<file path="src/rtl/pc_sequencer.sv">
// Fetch/PC controller for the two-stage FETCH -> EX/WB core: owns the
// instruction-RAM address, tracks the EX slot, squashes on redirect and runs the debug FSM.
module pc_sequencer #(
  parameter int                  PC_WIDTH = 12,
  parameter logic [PC_WIDTH-1:0] RESET_PC = '0
) (
  input  logic                clk,
  input  logic                rst_n,
  input  logic                stall_req,
  input  logic                redirect_valid,
  input  logic [PC_WIDTH-1:0] redirect_target,
  input  logic                halt_req,
  input  logic                resume,
  input  logic                step,
  output logic [PC_WIDTH-1:0] pc_fetch,
  output logic                fetch_en,
  output logic [PC_WIDTH-1:0] pc_ex,
  output logic                ex_valid,
  output logic                halted,
  output logic [1:0]          state,
  output logic [31:0]         retired_count
);

  typedef enum logic [1:0] {
    RUN        = 2'd0,
    HALT       = 2'd1,
    STEP_FETCH = 2'd2,
    STEP_EXEC  = 2'd3
  } state_t;

  state_t              state_q, state_d;
  logic [PC_WIDTH-1:0] pc_fetch_d, pc_ex_d, pc_inc;
  logic                ex_valid_d;
  logic                done;
  logic                hold;

  assign done   = ex_valid && !stall_req;
  assign hold   = ex_valid && stall_req;
  assign pc_inc = pc_fetch + PC_WIDTH'(1);
  assign state  = state_q;
  assign halted = (state_q == HALT);

  // NOTE: every signal driven here gets a default first, so no path can
  // leave one unassigned and infer a latch.
  always_comb begin
    state_d    = state_q;
    pc_fetch_d = pc_fetch;
    pc_ex_d    = pc_ex;
    ex_valid_d = ex_valid;
    fetch_en   = 1'b0;

    unique case (state_q)
      RUN: begin
        fetch_en = !hold;
        if (hold) begin
          // Redirect and halt wait until the multi-cycle instruction completes.
        end else if (halt_req) begin
          // pc_fetch already names the next unexecuted instruction.
          if (done && redirect_valid) pc_fetch_d = redirect_target;
          ex_valid_d = 1'b0;
          state_d    = HALT;
        end else if (done && redirect_valid) begin
          pc_fetch_d = redirect_target;
          pc_ex_d    = pc_fetch;
          ex_valid_d = 1'b0;
        end else begin
          pc_ex_d    = pc_fetch;
          pc_fetch_d = pc_inc;
          ex_valid_d = 1'b1;
        end
      end

      HALT: begin
        if (step)        state_d = STEP_FETCH;
        else if (resume) state_d = RUN;
      end

      STEP_FETCH: begin
        fetch_en   = 1'b1;
        pc_ex_d    = pc_fetch;
        pc_fetch_d = pc_inc;
        ex_valid_d = 1'b1;
        state_d    = STEP_EXEC;
      end

      STEP_EXEC: begin
        if (done) begin
          if (redirect_valid) pc_fetch_d = redirect_target;
          ex_valid_d = 1'b0;
          state_d    = HALT;
        end
      end
    endcase
  end

  // NOTE: sequential state uses non-blocking assignments so every register
  // samples the pre-edge values regardless of statement order.
  always_ff @(posedge clk or negedge rst_n) begin
    if (!rst_n) begin
      state_q       <= RUN;
      pc_fetch      <= RESET_PC;
      pc_ex         <= '0;
      ex_valid      <= 1'b0;
      retired_count <= '0;
    end else begin
      state_q  <= state_d;
      pc_fetch <= pc_fetch_d;
      pc_ex    <= pc_ex_d;
      ex_valid <= ex_valid_d;
      if (done) retired_count <= retired_count + 32'd1;
    end
  end

endmodule

</file>
<file path="config.mk">
export PLATFORM = sky130hd
export DESIGN_NAME = pc_sequencer
export DESIGN_NICKNAME = d
export VERILOG_FILES = /design/src/rtl/pc_sequencer.sv
export SDC_FILE = /design/constraint.sdc
export NUM_CORES = 1
export LEC_CHECK = 0
export CORE_MARGIN = 4
export CORE_UTILIZATION = 40
export DETAILED_ROUTE_END_ITERATION = 7
export PLACE_DENSITY = 0.68
export SETUP_SLACK_MARGIN = 0.4
export SLEW_MARGIN = 20
export SYNTH_ARGS = -nofsm -noshare
export SYNTH_HDL_FRONTEND = slang
export SYNTH_SLANG_ARGS = --single-unit
</file>
<file path="constraint.sdc">
create_clock -name clk -period 2.4 [get_ports clk]
set_input_delay 0.6 -clock clk [delete_from_list [all_inputs] [get_ports clk]]
set_output_delay 0.6 -clock clk [all_outputs]
set_load 0.005 [all_outputs]
</file>
; ---- Yosys cells after proc, flatten, opt, wreduce, memory -nomap -nowiden
; Index checks and enable logic that the tools add are counted.
[classes]
shifts = 0
n_mul = 0
bitwise = 0
reduce_logical = 12
addsub = 2
eq_ne = 10
n_lt_le_gt_ge = 0
div_mod_pow = 0
mux = 22
[op_table]
columns = cell, count
row1 = $mux W12, 8
row2 = $pmux W12 S3, 1
row3 = $add A32 B1 Y32 const B, 1
row4 = $pmux W12 S2, 1
row5 = $add A12 B1 Y12 const B, 1
row6 = $mux W2, 5
row7 = $ne A2 B2 Y1 const B, 5
row8 = $pmux W2 S4, 1
row9 = $ne A3 B3 Y1 const B, 2
row10 = $reduce_and A3 Y1, 2
row11 = $reduce_and A5 Y1, 1
row12 = $eq A2 B2 Y1 const B, 2
row13 = $mux W1, 4
row14 = $reduce_and A4 Y1, 1
row15 = $logic_and A1 B1 Y1, 3
row16 = $pmux W1 S3, 1
row17 = $reduce_bool A3 Y1, 1
row18 = $eq A2 B1 Y1 const B, 1
row19 = $logic_not A1 Y1, 2
row20 = $logic_not A2 Y1, 1
row21 = $pmux W1 S2, 1
row22 = $reduce_bool A2 Y1, 1
[word_totals]
latchBits = 0
elab_cells = 51
ram_bits = 0
inputBits = 19
regBits = 59
memories = 0
out_inout_bits = 61
rom_bits = 0

; ---- Logic depth before layout (Yosys ltp)
[logic_depth]
ltp_word = 7
depth_mapped = 7
mapped_depth_nobuf = 6

; ---- Worst setup path before layout
; OpenSTA, ideal clock, no wires.
[synth_timing]
kind = flip-flop to flip-flop
startpoint = register state_q[0], in the netlist state[0]
endpoint = register pc_fetch[10]
path_stages_with_launch = 8
synth_period_minus_slack_ns = 1.838
required_time_ns = 2.277
setup_time_ns = 0.123
n_path_buf = 1
path_slack_ns = 0.562
arrival_ns = 1.715
cell_sequence = dfrtp_1 > inv_1 > ha_1 > and2_1 > o21ai_0 > clkbuf_1 > o211ai_1 > o2bb2ai_1
[synth_between]
elab_chain_cells = 3
elab_cells_between_ends = 10
classes_between = 6 x eq/ne / 1 x mux / 3 x reduce/logical
[synth_rtl]
columns = item, line_no
row1 = start: declaration, 31  ; state_t state_q, state_d;
row2 = start signal: assignment, 106  ; state_q <= state_d;
row3 = $eq A2 B2 Y1 or $logic_not A2 Y1 (tied branches), 52  ; unique case (state_q)
row4 = $ne A2 B2 Y1 (no source line) (tied with other cells), n/a
row5 = $reduce_and A5 Y1 (no source line), n/a
row6 = end signal: assignment, 107  ; pc_fetch <= pc_fetch_d;
row7 = end: declaration, 15  ; output logic [PC_WIDTH-1:0] pc_fetch,
; Parallel ways exist; a longest one is shown, timed or not.
; A chain may end at the register's enable or synchronous reset.

; ---- Worst setup path after layout
[layout_timing]
startpoint = register state_q[0], in the netlist state[0]
endpoint = output port state[0]
[layout_lines]
columns = item, line_no
row1 = end: declaration, 20  ; output logic [1:0] state,
; No word-level cell between the ends.

==> flow_summary.toml <==
[sta]
setup_viol_count_final = 0
max_freq_mhz = 509
rsz0062_at_grt = "yes"
period_share_pct = 81.8
maxSlewHeadroom_pct = 72.3
max_slew.worst_pin.slew_ps = 411
setup_ws_ps = 436
fin_worst_skew_ps = 3.31
hold_violations = 0
drv_slew = 0
holdWs_ps = 262
fin_crit_ps = 1960

[final_layout]
mostFrequentLayoutCells = "75 x clkdlybuf4s50_1, 53 x dfrtp_1, 24 x buf_4"
final_common_cell = "clkdlybuf4s50_1"
area_growth_pct = 46.9
nets = 402
antenna_cells = 0
drive_above_1_share_pct = 21.2

[global_routing]
grt-ovfl-total = 0
grt.total_usage_pct = 17.8
first_global_vias = 2594
grt_max_degree = 60
grt_pass1_wl_um = 12400
antenna_found_initial = 0

[cts]
numClockSinks = 59
cts_hold_buf = 0
clock_path_buffers = 2
cts_root_buffer = "clkbuf_8"
clk-insertion-delay-late_ps = 330
cts_tree = "yes"
clk_pin_slew_ps = 70
htree_levels = 3
cts_buffers = 9

[worst_setup_path]
critPathBufInv = 2
cp-end-kind = "output pin"
cp_top_family = "buffers and inverters"
path_cells = "buf_4 > clkdlybuf4s50_1"
cp_slowest_cell = "clkdlybuf4s50_1"
worstPathMaxFanout = 4
arrival_ps = 1360
slowest_delay_ps = 490
worstSetupPathType = "register to output pin"
crit_required_ps = 1800
start_kind = "register"

[synth]
synthMuxAreaShare_pct = 5.66
synth_cell_type_count = 39
syn_avg_cell_area_sq_um = 11.0
synth_xor_area_share_pct = 9.17
synthArstFlopShare_pct = 100
synth_top_family_by_area = "simple AND/OR/NAND/NOR gates"
yosys_register_bits = 59
synth-simple-area-share_pct = 16.9
synthFlopType = "dfrtp_1"
synth_fp_nets = 294
synth_compound_area_share_pct = 12.5
yosysWarnings = 0
synth_cells = 269
yosys.area_share.adder_pct = 2.53
synth_edf_count = 0
ys_seq_area_share_pct = 49.9
syn_area_sq_um = 2960

[pwr]
irDropWorstVdd_mv = 0.587
p_leak_nw = 1.85
p_per_area_nw_per_um2 = 1070

[drt]
wirelength_um = 7340
wl_per_cell_um = 15.3
postRouteAntennaNets = 0
via_count = 2522
drtPass1Iterations = 4
initialDrtViolationCount = 96
drcViolationCount = 0
viasPerCell = 5.24

[die]
die_w_um = 94.0
io_pins = 80
die_y_um = 94.0
core-area_sq_um = 7210
fp-row-count = 31
die-area_sq_um = 8840
start_util_pct = 41.1

[placement]
place_ws_ps = -7.85
gp_congestion = 0.832
dp_hpwl_um = 5130
port_buffers = 79

[outcome]
status = "finished, final reports clean"

[flow_run]
cap_violations = 0

[hold_path]
hp-class = "input port to async pin"
## metrics by stage
step                      utilization (%)  setup TNS [ps]  instances  area [sq um]  total power, W
final                                60.3               0        481          4350         0.00465
after global placement               55.3           -15.7        455          3990         0.00337
after CTS                            60.0               0        479          4330         0.00465
after floorplan                         -               0        269          2960         0.00245
after detailed placement             55.3           -7.85        455          3990         0.00341
after global routing                 60.3               0        481          4350         0.00499
## logic make-up after synthesis
group / after synthesis
adders and majority gates: 6
buffers and inverters: 26
and+or+nand+nor: 83
AOI/OAI and AO/OA: 49
DFF: 59
xor gates and xnor gates: 31
muxes: 15
## per-layer routing
layer / wire length (um) / vias to the layer above / global-route usage [%]
met5: 0 / - / 0
met3: 446 / 8 / 5.45
met4: 77 / 0 / 5.29
li1: - / 1199 / -
met1: 3290 / 1232 / 22.8
met2: 3530 / 83 / 28.9
## power breakdown
part	total, W	internal [W]	switching (W)
Sequential	0.00159	0.00128	0.000315
Clock	0.00111	0.000715	0.000394
Combinational	0.00195	0.00115	0.000808
## final timing paths
| check | start | end | slack (ps) | depth (start not counted) |
|---|---|---|---|---|
| setup / recovery | state[0] | state[0] | 440 | 2 |
| hold / removal | rst_n | retired_count[8] | 260 | 2 |
| setup reg to reg | state[0] | pc_fetch[0] | 520 | 7 |
| hold reg to reg | retired_count[31] | retired_count[31] | 470 | 1 |
| max in group asynchronous | rst_n | retired_count[9] | 1860 | 2 |
| min in group clk | retired_count[31] | retired_count[31] | 470 | 1 |
## synth_stat cells, types with 4 or more instances
| cell type | number | area (sq um) |
|---|---|---|
| nor2_1 | 11 | 41.3 |
| dfrtp_1 | 59 | 1480 |
| nand4_1 | 11 | 68.8 |
| a21oi_1 | 4 | 20.0 |
| inv_1 | 16 | 60.1 |
| nor3_1 | 5 | 25.0 |
| xor2_1 | 10 | 87.6 |
| a22oi_1 | 5 | 37.5 |
| o2bb2ai_1 | 10 | 87.6 |
| nand3_1 | 16 | 80.1 |
| mux2_2 | 14 | 158 |
| nand2_1 | 15 | 56.3 |
| o211ai_1 | 9 | 67.6 |
| ha_1 | 6 | 75.1 |
| a32oi_1 | 8 | 70.1 |
| xnor2_1 | 21 | 184 |
| o21ai_0 | 5 | 25.0 |
| clkbuf_1 | 6 | 22.5 |
| buf_2 | 4 | 20.0 |
| and3_1 | 4 | 25.0 |
## what timing repair did
action | in CTS | in global routing
pin swaps | 0 | 0
setup buffers | 8 | 2
endpoints found under the setup margin | 17 | 22
gates resized for setup | 10 | 10
## sequential cells by signal, indices dropped and copies added (netlist names)
signal         cells
ex_valid           1
pc_ex             12
pc_fetch          12
retired_count     32
state              2
## area by class of cell
class | instances | area (sq um)
fill | 622 | 2860
sequential | 59 | 1480
inverter | 16 | 60.1
clock buffer | 11 | 141
multi-input combinational | 184 | 1410
clock inverter | 5 | 100
timing repair buffer | 107 | 1030
tap | 99 | 124
(Power assumes the default switching activity.)
